--- config.mk ---
export PLATFORM = sky130hd
export DESIGN_NAME = fp_div_result_stage
export DESIGN_NICKNAME = d
export VERILOG_FILES = /design/src/rtl/fp_div_pkg.sv /design/src/rtl/fp_div_classify.sv /design/src/rtl/fp_div_result_stage.sv
export SDC_FILE = /design/constraint.sdc
export NUM_CORES = 1
export LEC_CHECK = 0
export ABC_AREA = 1
export CAP_MARGIN = 40
export CORE_MARGIN = 2
export CORE_UTILIZATION = 43
export CTS_BUF_LIST = sky130_fd_sc_hd__clkbuf_4 sky130_fd_sc_hd__clkbuf_8
export DETAILED_ROUTE_END_ITERATION = 6
export GPL_TIMING_DRIVEN = 0
export PLACE_DENSITY_LB_ADDON = 0.08
export SLEW_MARGIN = 10
export SYNTH_ARGS = -nofsm -noshare
export SYNTH_HDL_FRONTEND = slang
export SYNTH_HIERARCHICAL = 1
export SYNTH_SLANG_ARGS = --single-unit
--- constraint.sdc ---
create_clock -name clk -period 1.8 [get_ports clk]
set_clock_uncertainty 0.2 [all_clocks]
set_input_delay 0.18 -clock clk [delete_from_list [all_inputs] [get_ports clk]]
set_output_delay 0.18 -clock clk [all_outputs]
set_load 0.02 [all_outputs]
--- src/rtl/fp_div_pkg.sv ---
// Shared constants, status bit positions and state type for the divider
// result stage. The optional FP_DIV_STATUS_EN build widens FIFO entries to
// carry a per-result status nibble alongside the quotient.
package fp_div_pkg;

   localparam logic [31:0] FP_QNAN    = 32'h7FC00000;
   localparam logic [30:0] FP_INF_MAG = 31'h7F800000;
   localparam logic [7:0]  FP_EXP_MAX = 8'hFF;

   // Status nibble layout: {ov, uf, inv, dz}
   localparam int ST_OV  = 3;
   localparam int ST_UF  = 2;
   localparam int ST_INV = 1;
   localparam int ST_DZ  = 0;

`ifdef FP_DIV_STATUS_EN
   localparam int FIFO_W = 36;
`else
   localparam int FIFO_W = 32;
`endif

   typedef enum logic {
      IDLE = 1'b0,
      WAIT = 1'b1
   } state_e;

   // Exponent field of a single-precision word.
   function automatic logic [7:0] fp_exp(input logic [31:0] x);
      return x[30:23];
   endfunction

endpackage

--- src/rtl/fp_div_classify.sv ---
// Purely combinational special-case filter for the divider output.
// Decides, in priority order, whether the quotient comes from the operand
// encodings alone or from the divider, and which exception bit it raises.
// Denormal operands are treated as zero, so div_m is only forwarded for
// finite nonzero operand pairs without overflow/underflow.
module fp_div_classify
   import fp_div_pkg::*;
(
   input  logic [31:0] op_a,
   input  logic [31:0] op_b,
   input  logic [31:0] div_m,
   input  logic        div_overflow,
   input  logic        div_underflow,
   output logic [31:0] data,
   output logic [3:0]  status
);

   logic a_zero, a_inf, a_nan;
   logic b_zero, b_inf, b_nan;
   logic sgn;

   // Operand category decode
   always_comb begin
      a_zero = (fp_exp(op_a) == 8'h00);
      b_zero = (fp_exp(op_b) == 8'h00);
      a_inf  = (fp_exp(op_a) == FP_EXP_MAX) && (op_a[22:0] == 23'd0);
      b_inf  = (fp_exp(op_b) == FP_EXP_MAX) && (op_b[22:0] == 23'd0);
      a_nan  = (fp_exp(op_a) == FP_EXP_MAX) && (op_a[22:0] != 23'd0);
      b_nan  = (fp_exp(op_b) == FP_EXP_MAX) && (op_b[22:0] != 23'd0);
      sgn    = op_a[31] ^ op_b[31];
   end

   // First-match priority chain selecting the canonical result
   always_comb begin
      data   = 32'd0;
      status = 4'd0;
      if (a_nan || b_nan) begin
         data = FP_QNAN;
      end else if ((a_inf && b_inf) || (a_zero && b_zero)) begin
         data           = FP_QNAN;
         status[ST_INV] = 1'b1;
      end else if (a_inf) begin
         data = {sgn, FP_INF_MAG};
      end else if (b_inf) begin
         data = {sgn, 31'd0};
      end else if (b_zero) begin
         data          = {sgn, FP_INF_MAG};
         status[ST_DZ] = 1'b1;
      end else if (a_zero) begin
         data = {sgn, 31'd0};
      end else if (div_overflow) begin
         data          = {sgn, FP_INF_MAG};
         status[ST_OV] = 1'b1;
      end else if (div_underflow) begin
         data          = {sgn, 31'd0};
         status[ST_UF] = 1'b1;
      end else begin
         data = div_m;
      end
   end

endmodule

--- src/rtl/fp_div_result_stage.sv ---
// Capture stage behind the combinational single-precision divider.
// Waits SETTLE_CYCLES with operands held, then samples the sanitized result
// into a 2-entry in-order FIFO and accumulates sticky exception flags.
// Optional build macro FP_DIV_STATUS_EN adds out_status (per-entry status)
// and res_count (wrapping push counter).
//
// Handshakes: input side transfers on the cycle where in_valid & in_ready;
// in_ready is a one-cycle pulse raised only at the end of the settle window
// when the registered FIFO count is below 2 (a same-cycle pop does not free
// a slot). Output side transfers on out_valid & out_ready; out_valid means
// the head entry is valid and out_data holds steady until it is accepted.
module fp_div_result_stage
   import fp_div_pkg::*;
#(
   parameter int SETTLE_CYCLES = 2
) (
   input  logic        clk,
   input  logic        rst_n,
   input  logic [31:0] op_a,
   input  logic [31:0] op_b,
   input  logic [31:0] div_m,
   input  logic        div_overflow,
   input  logic        div_underflow,
   input  logic        in_valid,
   output logic        in_ready,
   output logic [31:0] out_data,
   output logic        out_valid,
   input  logic        out_ready,
   input  logic        flag_clr,
   output logic        flag_ov,
   output logic        flag_uf,
   output logic        flag_inv,
   output logic        flag_dz
`ifdef FP_DIV_STATUS_EN
   ,
   output logic [3:0]  out_status,
   output logic [15:0] res_count
`endif
);

   localparam int CNT_W = (SETTLE_CYCLES > 1) ? $clog2(SETTLE_CYCLES) : 1;
   localparam logic [CNT_W-1:0] CNT_LOAD = CNT_W'(SETTLE_CYCLES - 1);

   state_e              state_q, state_d;
   logic [CNT_W-1:0]    cnt_q, cnt_d;
   logic [1:0]          count_q, count_d;
   logic [FIFO_W-1:0]   ent0_q, ent0_d;
   logic [FIFO_W-1:0]   ent1_q, ent1_d;
   logic [3:0]          flags_q, flags_d;
`ifdef FP_DIV_STATUS_EN
   logic [15:0]         res_count_q, res_count_d;
`endif

   logic [31:0]         cls_data;
   logic [3:0]          cls_status;
   logic [FIFO_W-1:0]   entry_in;
   logic                push;
   logic                pop;

   fp_div_classify u_classify (
      .op_a          (op_a),
      .op_b          (op_b),
      .div_m         (div_m),
      .div_overflow  (div_overflow),
      .div_underflow (div_underflow),
      .data          (cls_data),
      .status        (cls_status)
   );

`ifdef FP_DIV_STATUS_EN
   assign entry_in = {cls_status, cls_data};
`else
   assign entry_in = cls_data;
`endif

   // Settle-window FSM: count down while operands are held, then offer a slot
   always_comb begin
      state_d  = state_q;
      cnt_d    = cnt_q;
      in_ready = 1'b0;
      case (state_q)
         IDLE: begin
            if (in_valid) begin
               state_d = WAIT;
               cnt_d   = CNT_LOAD;
            end
         end
         WAIT: begin
            if (cnt_q == '0) begin
               in_ready = (count_q < 2'd2);
            end
            if (!in_valid) begin
               state_d = IDLE;
            end else if (cnt_q != '0) begin
               cnt_d = cnt_q - 1'b1;
            end else if (in_ready) begin
               state_d = IDLE;
            end
         end
         default: begin
            state_d = IDLE;
         end
      endcase
   end

   assign push      = in_valid & in_ready;
   assign out_valid = (count_q != 2'd0);
   assign pop       = out_valid & out_ready;

   // Two-slot FIFO with entry 0 as head; head keeps its last value when drained
   always_comb begin
      ent0_d  = ent0_q;
      ent1_d  = ent1_q;
      count_d = count_q;
      case ({push, pop})
         2'b10: begin
            if (count_q == 2'd0) begin
               ent0_d = entry_in;
            end else begin
               ent1_d = entry_in;
            end
            count_d = count_q + 2'd1;
         end
         2'b01: begin
            if (count_q == 2'd2) begin
               ent0_d = ent1_q;
            end
            count_d = count_q - 2'd1;
         end
         2'b11: begin
            // Only reachable at count 1: the new entry replaces the popped head
            ent0_d = entry_in;
         end
         default: begin
            count_d = count_q;
         end
      endcase
   end

   // Sticky flags: clear drops old bits, a capture in the same cycle still sets
   always_comb begin
      flags_d = (flag_clr ? 4'd0 : flags_q) | (push ? cls_status : 4'd0);
`ifdef FP_DIV_STATUS_EN
      res_count_d = res_count_q + (push ? 16'd1 : 16'd0);
`endif
   end

   // State, FIFO and flag registers
   always_ff @(posedge clk or negedge rst_n) begin
      if (!rst_n) begin
         state_q     <= IDLE;
         cnt_q       <= '0;
         count_q     <= 2'd0;
         ent0_q      <= '0;
         ent1_q      <= '0;
         flags_q     <= 4'd0;
`ifdef FP_DIV_STATUS_EN
         res_count_q <= 16'd0;
`endif
      end else begin
         state_q     <= state_d;
         cnt_q       <= cnt_d;
         count_q     <= count_d;
         ent0_q      <= ent0_d;
         ent1_q      <= ent1_d;
         flags_q     <= flags_d;
`ifdef FP_DIV_STATUS_EN
         res_count_q <= res_count_d;
`endif
      end
   end

   assign out_data = ent0_q[31:0];
   assign flag_ov  = flags_q[ST_OV];
   assign flag_uf  = flags_q[ST_UF];
   assign flag_inv = flags_q[ST_INV];
   assign flag_dz  = flags_q[ST_DZ];
`ifdef FP_DIV_STATUS_EN
   assign out_status = ent0_q[35:32];
   assign res_count  = res_count_q;
`endif

endmodule

# After elaboration in Yosys (flattened, before gate mapping)
# Index checks and enable logic that the tools add are counted.
[totals] inputBits=103 out_inout_bits=38 register_bits=72
[classes] n_eq_ne=10 n_reduce_logical=21 n_addsub=3 n_mux=40 bitwise=6 magnitude_cmp=1
[ops] operator="$mux 32" n=10
[ops] operator="$pmux 32 s3" n=1
[ops] operator="$logic_not 23->1" n=2
[ops] operator="$reduce_bool 23->1" n=2
[ops] operator="$mux 1" n=18
[ops] operator="$eq 8x8->1 const B" n=2
[ops] operator="$logic_not 8->1" n=2
[ops] operator="$mux 4" n=3
[ops] operator="$mux 2" n=5
[ops] operator="$ne 2x2->1 const B" n=4
[ops] operator="$eq 2x2->1 const B" n=3
[ops] operator="$logic_and 1x1->1" n=6
[ops] operator="$or 4x4->4" n=1
[ops] operator="$pmux 1 s2" n=2
[ops] operator="$pmux 2 s2" n=1
[ops] operator="$reduce_and 2->1" n=2
[ops] operator="$reduce_bool 2->1" n=2
[ops] operator="$reduce_and 3->1" n=1
[ops] operator="$reduce_bool 3->1" n=1
[ops] operator="$add 2x1->2 const B" n=1
[ops] operator="$and 1x1->1" n=2
[ops] operator="$eq 2x1->1 const B" n=1
[ops] operator="$logic_not 2->1" n=1
[ops] operator="$logic_or 1x1->1" n=2
[ops] operator="5 further kinds" n=6

# Logic depth before layout (Yosys ltp)
[depth] depth_word=11 mapped_depth=16 mapped_depth_nobuf=15

# Cells and area by module
# Netlist, hierarchy kept.
[modules_own_cells] module="fp_div_result_stage" area_each_um2=3477.1 n_inst=1 seq_area_each_um2=1801.7 cells_each=395
[modules_own_cells] module="fp_div_classify" area_each_um2=840.8 n_inst=1 seq_area_each_um2=0.0 cells_each=174

# Least setup slack after synthesis
# Ideal clock, no wire load.
[synth_timing] path_kind="register to register" from="register count_q[0]" to="register ent0_q[0], in the netlist out_data[0]" stages_incl_launch_ff=12 setup_slack_ns=-0.062 arrival_time_ns=1.545 n_path_buf=2 setup_ns=0.117 cell_sequence="dfrtp_1 -> inv_2 -> nand2_4 -> nand2_1 -> inv_1 -> ha_1 -> buf_4 -> nand2_2 -> nand3_4 -> buf_6 -> nand2_1 -> nand2_1"
[synth_via] elab_cells_between_ends=17 cone_classes="1 x order compare; 6 x eq/ne; 4 x mux; 2 x bitwise; 4 x reduce/logical"
[synth_lines] item="start, declared" line="fp_div_result_stage.sv:46" source="logic [1:0] count_q, count_d;"
[synth_lines] item="start signal, assigned" line="fp_div_result_stage.sv:163" source="count_q <= count_d;"
[synth_lines] item="$reduce_bool 2->1 (*)" line="fp_div_result_stage.sv:107" source="assign out_valid = (count_q != 2'd0);"
[synth_lines] item="net out_valid" line="fp_div_result_stage.sv:27" source="output logic out_valid,"
[synth_lines] item="$and 1x1->1 (*)" line="fp_div_result_stage.sv:108" source="assign pop = out_valid & out_ready;"
[synth_lines] item="$eq 2x1->1 / $eq 2x2->1 (equally long branches)" line="fp_div_result_stage.sv:115" source="case ({push, pop})"
[synth_lines] item="$ne 2x2->1 (no line) / $reduce_bool 3->1 (equally long branches)"
[synth_lines] item="$reduce_and 3->1 (no line)"
[synth_lines] item="end signal, assigned" line="fp_div_result_stage.sv:164" source="ent0_q <= ent0_d;"
[synth_lines] item="end, declared" line="fp_div_result_stage.sv:47" source="logic [FIFO_W-1:0] ent0_q, ent0_d;"
# Mark *: on every way through the listed nets, which the timed path passes. The rest lies on a longest branch. The select of a mux whose other input is x is not followed.
# A chain may end at the register's enable or synchronous reset.

# Worst setup path after layout
[layout_timing] from="register cnt_q" to="register ent0_q[15], in the netlist out_data[15]"
[layout_via] elab_chain_cells=7 elab_cells_between_ends=12 cone_classes="5 x eq/ne; 4 x mux; 1 x bitwise; 2 x reduce/logical"
[layout_lines] item="start, declared" line="fp_div_result_stage.sv:45" source="logic [CNT_W-1:0] cnt_q, cnt_d;"
[layout_lines] item="start signal, assigned" line="fp_div_result_stage.sv:162" source="cnt_q <= cnt_d;"
[layout_lines] item="$mux 1 (*)" line="fp_div_result_stage.sv:89" source="if (cnt_q == '0) begin"
[layout_lines] item="$mux 1 (*) (2 in series)" line="fp_div_result_stage.sv:81" source="case (state_q)"
[layout_lines] item="$and 1x1->1 (*)" line="fp_div_result_stage.sv:106" source="assign push = in_valid & in_ready;"
[layout_lines] item="$eq 2x1->1 / $eq 2x2->1 (equally long branches)" line="fp_div_result_stage.sv:115"
[layout_lines] item="$ne 2x2->1 (no line) / $reduce_bool 3->1 (equally long branches)"
[layout_lines] item="$reduce_and 3->1 (no line)"
# Every way passes the cells marked *; elsewhere a longest branch is shown, timed or not. The select of a mux whose other input is x is not followed.

==> out/metrics.yaml <==
drv_cap: 0
crit_fanout: 10
clk_latency_ns: 0.35
first_iter_violations: 146
firstDrtPassIters: 4
crit_arrival_ns: 2.04
routed_wl_mm: 13.1
syn-cell-area_mm2: 0.00432
report.final.slew_viol_count: 0
vias: 4512
io_pins: 141
synth_compound_area_frac: 0.128
worst_pin_slew_ns: 0.473
power_uw: 7760
start_util: 0.442
critPathKind: "flop to flop"
synth_mux_area_frac: 0
cts_tree: "done"
die_w_um: 104
fin_nets: 889
post-route-drc-count: 0
synth_simple_gate_area_frac: 0.330
max_freq_mhz: 512
ctsRootBufferMaster: "clkbuf_8"
ff_latch_area_mm2: 0.00180
numCtsBuffers: 9
synthXorXnorAreaFrac: 0.00609
failed_checks: "setup timing"
synth_top_cell_area_share: 0.417
overflow: 0
clk_pin_slew_worst_paths_ns: 0.08
fp-row-count: 36
hold_class: "primary input to async pin"
die_h_um: 104
routed.top_layer: "met4"
synth_top_family_by_area: "simple AND/OR/NAND/NOR gates"
reg2reg_from: "cnt_q$_DFFE_PN0P_"
start_kind: "flop"
rsz0062_at_grt: "true"
final_hold_viol_count: 0
ys_seq_area_frac: 0.417
wire_per_inst_um: 14.2
synth_enable_flop_cells: 0
fin_ws_ns: -0.152
multi_input_area_mm2: 0.00252
grt_pass1_vias: 4499
critPathLaunch: "cnt_q$_DFFE_PN0P_"
fin_util: 0.730
clk_path_buf_depth: 2
grt_max_degree: 38
p_leak_uw: 0.00339
antenna_cells: 0
wl_met3_um: 597
fin_cells: 921
finalSetupViolCount: 32
antenna_left: 0
layout-drive-gt1-share: 0.362
crit_path_end_kind: "flop"
synth_cell_types: 33
grt_pass1_wl_mm: 20.2
place_congestion: 0.774
syn-num-nets: 675
synthArstFlopShare: 1.00
ys.flop_type: "dfrtp_1"
syn_avg_cell_area_um2: 7.59
powerDensity_mw_per_mm2: 1090
dp_cells: 843
synth_seq_cells: 72
route.met2.wl_mm: 6.97
synth_cells: 569
cp.required_ns: 1.88
die_area_mm2: 0.0109
place_area_mm2: 0.00591
synth_area_leader_cell: "dfrtp_1"
min_period_over_period: 1.08
coreArea_mm2: 0.00977
synth_area_leaders: "dfrtp_1 42%, nand2_1 16%, o21ai_2 6.7%"
synth_fa_ha_area_frac: 0.00869
antenna_found_initial: 0
yosys_warnings: 6
slew_headroom: 0.684
htree_levels: 3
fillers: 767
status: "finished, violations left"
area_growth_pct: 65.2
ir_drop_mv: 0.546
clkSinkCount: 72
viasPerCell: 4.90
track_usage: 0.228
design_area_mm2: 0.00713
port_buffers: 140
period_needed_ns: 1.95
dp_hpwl_mm: 8.54
drt-met1-wl_mm: 5.34
-- cell families (layout without fill, tap and decap cells) --
family	after synthesis	in the layout
compound gates	86	86
xor+xnor	3	3
fa+ha+maj	3	3
flops	72	72
simple gates	321	321
buf+inv	84	303
-- cell usage after synthesis, types with 5 or more instances --
cell type / number
a21oi_1: 8
buf_2: 8
buf_6: 8
clkbuf_1: 5
dfrtp_1: 72
inv_1: 52
nand2_1: 188
nand2_2: 7
nand3_1: 38
nor2_1: 56
nor2_2: 6
nor3b_1: 8
o21ai_0: 45
o21ai_2: 33
-- cells in the final DEF (no fill, tap or decap), types with 9 or more instances in the layout --
master           count
dlygate4sd2_1       33
nand2_1            129
clkdlybuf4s15_1     20
nand3_1             35
nand2_2             53
clkbuf_8            10
o21ai_1             15
nor2_1              36
nor2_4              18
clkbuf_2             9
inv_1               36
nand2_4             14
buf_4               53
o21ai_0             23
o21ai_2             40
buf_6               17
clkdlybuf4s50_1     73
inv_2               16
dfrtp_1             71
-- stage by stage --
step / setup slack, ns / setup TNS (ns) / hold slack, ns
4_1_cts: -0.0917 / -2.15 / 0.137
2_1_floorplan: 0.0146 / 0 / -0.316
5_1_grt: -0.221 / -6.39 / 0.164
3_3_place_gp: -2.14 / -186.93 / 0.263
3_5_place_dp: -0.729 / -35.69 / -0.0337
6_report: -0.152 / -3.70 / 0.127
-- path summary, 6_finish.rpt --
kind,cells past startpoint,endpoint,slack [ns]
worst min register to register,2,ent1_q[19]$_DFFE_PN0P_,0.28
worst max register to register,9,out_data[15]$_DFFE_PN0P_,-0.15
min in group clk,5,flags_q[2]$_DFF_PN0_,0.16
worst min-delay path,2,out_data[23]$_DFFE_PN0P_,0.13
worst max-delay path,9,out_data[15]$_DFFE_PN0P_,-0.15
max in group asynchronous,3,count_q[1]$_DFFE_PN0P_,0.69
-- flip-flops by register name, indices dropped and copies added, names as in the netlist --
register,count
flags_q,4
ent1_q,32
out_data,32
cnt_q,1
state_q,1
count_q,2
-- critical path, cell delays in order, from the launching register on --
cell	delay, ns
dfrtp_1	0.45
nor2_4	0.16
nand3_4	0.11
ha_4	0.20
buf_8	0.14
nand2_8	0.09
buf_4	0.11
buf_2	0.21
nand3_1	0.13
nand2_2	0.10
-- power breakdown --
part	switching [uW]	leakage [uW]	total [uW]	internal (uW)
clock	638	0.0000887	1180	540
sequential	430	0.000952	2670	2240
combinational	2040	0.00235	3900	1860
-- routing by layer --
| layer | vias to the layer above | track usage |
|---|---|---|
| li1 | 2234 | - |
| met1 | 2145 | 0.273 |
| met2 | 119 | 0.408 |
| met3 | 14 | 0.0558 |
| met4 | 0 | 0.0579 |
| met5 | - | 0 |
-- final cells by class --
cell class                 instances  share of cell area
buffer                            28              0.0421
clock buffer                      10              0.0193
clock inverter                     6             0.00596
inverter                          55              0.0302
multi-input combinational        413               0.354
sequential                        72               0.253
tap                              133              0.0233
timing repair buffer             204               0.273
-- timing repair --
| action | in CTS | in global routing |
|---|---|---|
| hold buffers | 1 | 0 |
| pin swaps | 81 | 85 |
| endpoints found under the setup margin | 68 | 66 |
| hold endpoints to repair | 69 | 0 |
| resized for setup | 187 | 124 |
| buffers inserted | 37 | 19 |
| gates cloned | 5 | 1 |
Power figures use the tool's default switching activity.
